## config.mk

```make
export PLATFORM = sky130hd
export DESIGN_NAME = mult_acc_stage_flat
export DESIGN_NICKNAME = d
export VERILOG_FILES = /design/src/rtl/mult_acc_stage_if.sv /design/src/rtl/mult_acc_stage.sv /design/src/flat_wrapper.sv
export SDC_FILE = /design/constraint.sdc
export NUM_CORES = 1
export LEC_CHECK = 0
export CORE_MARGIN = 3
export CORE_UTILIZATION = 41
export CTS_CLUSTER_DIAMETER = 40
export CTS_CLUSTER_SIZE = 8
export DETAILED_ROUTE_END_ITERATION = 8
export PLACE_DENSITY = 0.74
export SLEW_MARGIN = 40
export SYNTH_ARGS = -nofsm -noshare
export SYNTH_HDL_FRONTEND = slang
export SYNTH_SLANG_ARGS = --single-unit
```

## constraint.sdc

```tcl
create_clock -name sys_clk -period 3.6 [get_ports sys_clk]
set_input_delay 0.9 -clock sys_clk [delete_from_list [all_inputs] [get_ports sys_clk]]
set_output_delay 0.9 -clock sys_clk [all_outputs]
set_load 0.01 [all_outputs]
```

## src/rtl/mult_acc_stage_if.sv

```systemverilog
// -----------------------------------------------------------------------------
// mult_acc_stage_if
//
// Bundles every signal between the product-accumulate stage and its
// environment, except for clock and reset, which stay plain ports.
//
//   en          stage enable; low clears the stage on the next clock
//   frame_len   products per frame, sampled on the first product of a frame
//   prod_valid  product present on prod_data
//   prod_data   signed product from the feeding multiplier (PW bits)
//   prod_ready  stage accepts a product this cycle
//   acc_valid   accumulated frame result available
//   acc_data    signed, saturated frame result (AW bits)
//   acc_sat     the result clamped at least once during the frame
//   acc_ready   downstream consumes the result
//
// Modports:
//   master  environment side: drives control, products and acc_ready
//   slave   stage side: consumes products, drives the result stream
// -----------------------------------------------------------------------------
interface mult_acc_stage_if #(
    parameter int PW = 16,
    parameter int AW = 24,
    parameter int CW = 8
) ();

    logic                 en;
    logic [CW-1:0]        frame_len;
    logic                 prod_valid;
    logic signed [PW-1:0] prod_data;
    logic                 prod_ready;
    logic                 acc_valid;
    logic signed [AW-1:0] acc_data;
    logic                 acc_sat;
    logic                 acc_ready;

    modport master (
        output en,
        output frame_len,
        output prod_valid,
        output prod_data,
        output acc_ready,
        input  prod_ready,
        input  acc_valid,
        input  acc_data,
        input  acc_sat
    );

    modport slave (
        input  en,
        input  frame_len,
        input  prod_valid,
        input  prod_data,
        input  acc_ready,
        output prod_ready,
        output acc_valid,
        output acc_data,
        output acc_sat
    );

endinterface : mult_acc_stage_if

```

## src/rtl/mult_acc_stage.sv

```systemverilog
// -----------------------------------------------------------------------------
// mult_acc_stage
//
// Downstream stage of the registered signed multiplier. Accepts a stream of
// signed PW-bit products, accumulates a programmable number of them per frame
// into a saturating AW-bit accumulator, and presents one result per frame on
// a valid/ready handshake.
//
// Ports:
//   sys_clk    clock, rising edge
//   sys_rst_n  asynchronous, active-low reset
//   bus        mult_acc_stage_if.slave (enable, frame length, product stream
//              in, result stream out)
//
// Parameters:
//   PW  product width (signed); AW accumulator width, must be >= PW;
//   CW  frame-length counter width.
//
// Frame flow:
//   IDLE  first product of a frame loads the accumulator and samples frame_len
//   ACC   further products are added with saturation
//   DONE  result held with acc_valid high until acc_ready; no products taken
// The DONE->IDLE handoff cycle is the single bubble per frame.
// -----------------------------------------------------------------------------
module mult_acc_stage #(
    parameter int PW = 16,
    parameter int AW = 24,
    parameter int CW = 8
) (
    input  logic           sys_clk,
    input  logic           sys_rst_n,
    mult_acc_stage_if.slave bus
);

    typedef enum logic [1:0] {
        S_IDLE = 2'd0,
        S_ACC  = 2'd1,
        S_DONE = 2'd2
    } state_t;

    // -------------------------------------------------------------------------
    // State
    // -------------------------------------------------------------------------
    state_t          state_q, state_d;
    logic [AW-1:0]   acc_q, acc_d;
    logic            sat_q, sat_d;
    logic [CW-1:0]   rem_q, rem_d;        // products still expected after the current one
    logic            acc_valid_q, acc_valid_d;

    // -------------------------------------------------------------------------
    // Product sign extension to accumulator width
    // -------------------------------------------------------------------------
    logic [AW-1:0] prod_ext;

    genvar gi;
    generate
        for (gi = 0; gi < AW; gi++) begin : g_ext
            if (gi < PW) begin : g_lo
                assign prod_ext[gi] = bus.prod_data[gi];
            end else begin : g_hi
                assign prod_ext[gi] = bus.prod_data[PW-1];
            end
        end
    endgenerate

    // -------------------------------------------------------------------------
    // Saturating adder. One guard bit is enough: the sum of two AW-bit signed
    // values always fits in AW+1 bits, and overflow shows up as the top two
    // bits disagreeing. The guard bit then tells which way to clamp.
    // -------------------------------------------------------------------------
    logic [AW:0]   sum_wide;
    logic          sum_ovf;
    logic [AW-1:0] sum_sat;

    always_comb begin
        sum_wide = {acc_q[AW-1], acc_q} + {prod_ext[AW-1], prod_ext};
        sum_ovf  = sum_wide[AW] ^ sum_wide[AW-1];
        sum_sat  = sum_wide[AW-1:0];
        if (sum_ovf) begin
            if (sum_wide[AW]) begin
                sum_sat = {1'b1, {(AW-1){1'b0}}};   // most negative
            end else begin
                sum_sat = {1'b0, {(AW-1){1'b1}}};   // most positive
            end
        end
    end

    // -------------------------------------------------------------------------
    // Handshake decode. prod_ready depends only on state, enable and reset so
    // that neither prod_valid nor acc_ready can form a combinational loop
    // through this stage.
    // -------------------------------------------------------------------------
    logic prod_ready_int;
    logic prod_accept;
    logic res_handoff;

    assign prod_ready_int = sys_rst_n & bus.en & (state_q != S_DONE);
    assign prod_accept    = bus.prod_valid & prod_ready_int;
    assign res_handoff    = acc_valid_q & bus.acc_ready;

    // Remaining count after the first product; a frame_len of 0 counts as 1.
    logic [CW-1:0] first_rem;
    assign first_rem = (bus.frame_len == '0) ? '0 : bus.frame_len - CW'(1);

    // -------------------------------------------------------------------------
    // Next-state and datapath
    // -------------------------------------------------------------------------
    always_comb begin
        state_d     = state_q;
        acc_d       = acc_q;
        sat_d       = sat_q;
        rem_d       = rem_q;
        acc_valid_d = acc_valid_q;

        if (!bus.en) begin
            // Enable low discards any frame in flight, same as reset.
            state_d     = S_IDLE;
            acc_d       = '0;
            sat_d       = 1'b0;
            rem_d       = '0;
            acc_valid_d = 1'b0;
        end else begin
            case (state_q)
                S_IDLE: begin
                    if (prod_accept) begin
                        acc_d = prod_ext;
                        sat_d = 1'b0;
                        rem_d = first_rem;
                        if (first_rem == '0) begin
                            state_d     = S_DONE;
                            acc_valid_d = 1'b1;
                        end else begin
                            state_d = S_ACC;
                        end
                    end
                end

                S_ACC: begin
                    if (prod_accept) begin
                        acc_d = sum_sat;
                        sat_d = sat_q | sum_ovf;
                        rem_d = rem_q - CW'(1);
                        if (rem_q == CW'(1)) begin
                            state_d     = S_DONE;
                            acc_valid_d = 1'b1;
                        end
                    end
                end

                S_DONE: begin
                    // acc_data is intentionally kept after handoff; only the
                    // next frame start overwrites it.
                    if (res_handoff) begin
                        state_d     = S_IDLE;
                        acc_valid_d = 1'b0;
                    end
                end

                default: begin
                    state_d     = S_IDLE;
                    acc_valid_d = 1'b0;
                end
            endcase
        end
    end

    // -------------------------------------------------------------------------
    // Registers
    // -------------------------------------------------------------------------
    always_ff @(posedge sys_clk or negedge sys_rst_n) begin
        if (!sys_rst_n) begin
            state_q     <= S_IDLE;
            acc_q       <= '0;
            sat_q       <= 1'b0;
            rem_q       <= '0;
            acc_valid_q <= 1'b0;
        end else begin
            state_q     <= state_d;
            acc_q       <= acc_d;
            sat_q       <= sat_d;
            rem_q       <= rem_d;
            acc_valid_q <= acc_valid_d;
        end
    end

    // -------------------------------------------------------------------------
    // Outputs
    // -------------------------------------------------------------------------
    assign bus.prod_ready = prod_ready_int;
    assign bus.acc_valid  = acc_valid_q;
    assign bus.acc_data   = acc_q;
    assign bus.acc_sat    = sat_q;

endmodule : mult_acc_stage

```

## src/flat_wrapper.sv

```systemverilog
// flat-port wrapper written by rule: the top's interface ports become plain ports
module mult_acc_stage_flat 
#(
    parameter int PW = 16,
    parameter int AW = 24,
    parameter int CW = 8
)
  (sys_clk, sys_rst_n, bus_en, bus_frame_len, bus_prod_valid, bus_prod_data, bus_acc_ready, bus_prod_ready, bus_acc_valid, bus_acc_data, bus_acc_sat);
  mult_acc_stage_if #(.PW(PW), .AW(AW), .CW(CW)) bus_i ();
  input  logic sys_clk;
  input  logic sys_rst_n;
  input wire logic [$bits(bus_i.en)-1:0] bus_en;
  input wire logic [$bits(bus_i.frame_len)-1:0] bus_frame_len;
  input wire logic [$bits(bus_i.prod_valid)-1:0] bus_prod_valid;
  input wire logic [$bits(bus_i.prod_data)-1:0] bus_prod_data;
  input wire logic [$bits(bus_i.acc_ready)-1:0] bus_acc_ready;
  output wire logic [$bits(bus_i.prod_ready)-1:0] bus_prod_ready;
  output wire logic [$bits(bus_i.acc_valid)-1:0] bus_acc_valid;
  output wire logic [$bits(bus_i.acc_data)-1:0] bus_acc_data;
  output wire logic [$bits(bus_i.acc_sat)-1:0] bus_acc_sat;
  assign bus_i.en = bus_en;
  assign bus_i.frame_len = bus_frame_len;
  assign bus_i.prod_valid = bus_prod_valid;
  assign bus_i.prod_data = bus_prod_data;
  assign bus_i.acc_ready = bus_acc_ready;
  assign bus_prod_ready = bus_i.prod_ready;
  assign bus_acc_valid = bus_i.acc_valid;
  assign bus_acc_data = bus_i.acc_data;
  assign bus_acc_sat = bus_i.acc_sat;
  mult_acc_stage #(.PW(PW), .AW(AW), .CW(CW)) u_core (.sys_clk(sys_clk), .sys_rst_n(sys_rst_n), .bus(bus_i));
endmodule
```

==> results.sh <==
export IMPL_synth_enable_flop_cells=0
export IMPL_setup_viol=0
export IMPL_synth_area_per_cell_um2=8.34
export IMPL_diodes=0
export IMPL_cts_sink_count=36
export IMPL_synth_warning_count=0
export IMPL_cts_buffers=5
export IMPL_layout_drive_gt1_share=0.181
export IMPL_grt_max_degree=37
export IMPL_detailedRoute_firstIterationViolations=200
export IMPL_p_total_mw=1.27
export IMPL_detail_route_first_pass_iterations=5
export IMPL_clk_lat_worst_skew_ns=0.30
export IMPL_fill_cells=732
export IMPL_coreArea_um2=7770
export IMPL_grt_pass1_vias=3134
export IMPL_status="finished clean"
export IMPL_via_per_inst=5.68
export IMPL_power_density_nw_per_um2=293
export IMPL_worst_slew_pin_slew_ns=0.582
export IMPL_antenna_found_initial=0
export IMPL_critical_path_slowest_cell="a311oi_1"
export IMPL_post_cts_clock_slew_at_the_launch_and_capture_registers_of_the_worst_setup_and_hold_paths_ns=0.08
export IMPL_final_period_utilization=0.936
export IMPL_flops_latches_synth=36
export IMPL_clock_skew_final_ns=0.00873
export IMPL_period_minus_slack_ns=3.37
export IMPL_post_place_ws_ns=-0.258
export IMPL_netlist_cell_type_count=68
export IMPL_routed_via_count=3345
export IMPL_dp_final_hpwl_um=6810
export IMPL_cellLeakagePower_nw=1.88
export IMPL_cp_data_required_time_ns=3.77
export IMPL_remaining_drc_errors=0
export IMPL_dieArea_um2=9150
export IMPL_chipWidth_um=95.7
export IMPL_place_gp_congestion=0.978
export IMPL_die_extent_in_y_um=95.7
export IMPL_synthArstFlopShare=1.00
export IMPL_clockRootBuffer="clkbuf_8"
export IMPL_num_rows=32
export IMPL_placement_io_buffers=55
export IMPL_post_synth_inst_count=395
export IMPL_worstSetupPathType="in -> reg"
export IMPL_syn2layout_area_growth_pct=31.6
export IMPL_syn_area_um2=3300
export IMPL_holdBufCountCts=0
export IMPL_routed_wire_length_per_instance_um=14.9
export IMPL_final_setup_worst_slack_ns=0.231
export IMPL_crit_path_max_incr_delay_ns=0.46
export IMPL_cts_htree_levels=2
export IMPL_timing_critical_path_arrival_ns=3.54
export IMPL_hold_violations=0
export IMPL_cts_tree="built"
export IMPL_cp_max_fo=9
export IMPL_mappedNetlistNets=453
export IMPL_hold_class="reg -> reg"
export IMPL_cell_with_the_most_instances_on_the_worst_path="o21ai_0"
export IMPL_r2r_slack_ns=0.74
export IMPL_max_cap_viol_count=0
export IMPL_globalRouteTotalUtil=0.193
export IMPL_ios=56
export IMPL_timing_critical_path_to_type="flip-flop"
export IMPL_synth_seq_area_share=0.273
export IMPL_timing_critical_path_max_delay_family="compound AO/OA/AOI/OAI gates"
export IMPL_layout_cells_non_filler=589
export IMPL_crit_path_start_kind="input pin"
export IMPL_rsz0062_at_grt="false"
export IMPL_worst_ir_drop_vdd_v=0.000131
export IMPL_grt_overflow_total=0
export IMPL_stdcell_area_um2=4340
export IMPL_clock_tree_buffer_depth=2
export IMPL_cp_buffers_inverters=2
export IMPL_cell_count_after_placement=580
export IMPL_wirelength_um=8790
export IMPL_antenna_left=0
export IMPL_initial_utilization=0.424
export IMPL_grt_first_pass_wirelength_um=14200
export IMPL_hold_worst_slack_ns=0.514
export IMPL_synth_main_ff_cell="dfrtp_1"
export IMPL_cp_cell_sequence="clkdlybuf4s50_1 -> buf_4 -> ha_1 -> a21oi_1 -> o21ai_0 -> a311oi_1 -> o211ai_1 -> mux2_4 -> nand2b_4 -> nand2_1 -> o21ai_0"
export IMPL_final_net_count=544
export IMPL_maxSlewHeadroom=0.609
export IMPL_dpl_cell_area_um2=4200
export IMPL_timing_final_max_slew_violations=0
export IMPL_max_clock_freq_mhz=297
==> power by group <==
part	total [mW]	leakage [nW]	switching [mW]	internal, mW
clock	0.306	0.0404	0.168	0.137
combinational	0.513	1.35	0.261	0.251
sequential	0.451	0.489	0.0224	0.429
total	1.27	1.88	0.452	0.818
==> worst reg2reg max path, delay by kind of cell (launching register included) <==
kind / cells / cell delay [ns]
AND/OR/NAND/NOR: 2 / 0.31
AO/OA/AOI/OAI: 5 / 0.97
multiplexers: 1 / 0.31
adder cells (fa/ha/maj): 2 / 0.59
flip-flops: 1 / 0.40
buffers and inverters: 1 / 0.16
==> repair_timing <==
action,CTS,global route
setup buffers,0,1
gates resized for setup,0,10
endpoints found under the hold margin,0,0
setup endpoints to repair,0,24
==> registers in the layout, indices dropped and copies added, names as in the netlist <==
| name | count |
|---|---|
| u_core.bus.acc_data | 24 |
| u_core.bus.acc_sat | 1 |
| u_core.bus.acc_valid | 1 |
| u_core.rem_q | 8 |
| u_core.state_q | 2 |
==> layer usage <==
layer | global-route usage | vias to the layer above | routed length (µm)
li1 | - | 1648 | -
met1 | 0.245 | 1592 | 3770
met2 | 0.346 | 94 | 4440
met3 | 0.0276 | 11 | 489
met4 | 0.0367 | 0 | 96
met5 | 0 | - | 0
==> per-stage QoR <==
step	TNS, ns	utilization
5_1_grt	0	0.558
2_1_floorplan	0	-
6_report	0	0.558
3_5_place_dp	-4.27	0.540
3_3_place_gp	-4.04	0.540
4_1_cts	0	0.552
==> final cells by class <==
class                   instances  area, µm²  area share
inverters                       8       30.0     0.00692
flip-flops and latches         36        901       0.208
repair buffers                 99        907       0.209
clock buffers                   5       68.8      0.0159
clock inverters                 3       23.8     0.00548
well taps                     102        128      0.0294
multi-input cells             336       2280       0.525
==> worst paths after layout <==
kind | start | end | cells past startpoint
max in group asynchronous | sys_rst_n | u_core.bus.acc_data[22]$_DFFE_PN0P_ | 2
min | u_core.bus.acc_data[10]$_DFFE_PN0P_ | u_core.bus.acc_data[10]$_DFFE_PN0P_ | 2
max | bus_prod_data[15] | u_core.bus.acc_data[17]$_DFFE_PN0P_ | 11
min reg2reg | u_core.bus.acc_data[10]$_DFFE_PN0P_ | u_core.bus.acc_data[10]$_DFFE_PN0P_ | 2
min in group asynchronous | sys_rst_n | u_core.bus.acc_data[15]$_DFFE_PN0P_ | 2
max reg2reg | u_core.bus.acc_data[0]$_DFFE_PN0P_ | u_core.bus.acc_data[17]$_DFFE_PN0P_ | 11
==> Yosys cell counts, types with 4 or more instances <==
cell type / instances / share of area
ha_1: 28 / 0.11
o21ai_1: 4 / 0.0061
a21oi_1: 31 / 0.047
nand3_1: 10 / 0.015
xnor2_1: 15 / 0.040
o22ai_1: 11 / 0.021
nor3_1: 8 / 0.012
o21ai_2: 10 / 0.027
inv_1: 8 / 0.0091
xor2_1: 12 / 0.032
and3_1: 5 / 0.0095
a31oi_1: 5 / 0.0095
nor2_1: 26 / 0.030
nand2_1: 52 / 0.059
o211ai_1: 7 / 0.016
dfrtp_1: 36 / 0.27
o21ai_0: 43 / 0.065
a21o_1: 6 / 0.014
a211oi_1: 5 / 0.011
==> logic make-up after synthesis <==
family | Yosys count | synth area share
AOI/OAI and AO/OA | 154 | 0.310
xor gates and xnor gates | 27 | 0.0718
adders and majority gates | 29 | 0.112
buffers and inverters | 23 | 0.0459
DFF | 36 | 0.273
muxes | 1 | 0.00455
and+or+nand+nor | 125 | 0.182
==> cells in the final DEF, fill, tap and decap left out, drive strengths merged, types with 3 or more instances in the layout <==
| cell | netlist | routed |
|---|---|---|
| o21ai | 57 | 57 |
| clkdlybuf4s50 | 0 | 53 |
| nand2 | 53 | 53 |
| buf | 6 | 45 |
| dfrtp | 36 | 36 |
| a21oi | 31 | 31 |
| ha | 28 | 28 |
| nor2 | 26 | 26 |
| xnor2 | 15 | 15 |
| xor2 | 12 | 12 |
| o22ai | 11 | 11 |
| nand3 | 10 | 10 |
| inv | 8 | 8 |
| nor3 | 8 | 8 |
| a21o | 8 | 8 |
| and3 | 8 | 8 |
| o211ai | 7 | 7 |
| clkbuf | 8 | 5 |
| a31oi | 5 | 5 |
| a211oi | 5 | 5 |
| a21boi | 3 | 3 |
| a22o | 3 | 3 |
| nand2b | 3 | 3 |
| nor4 | 3 | 3 |
| and2 | 3 | 3 |
Note: power is estimated with default switching activity, not from simulation.
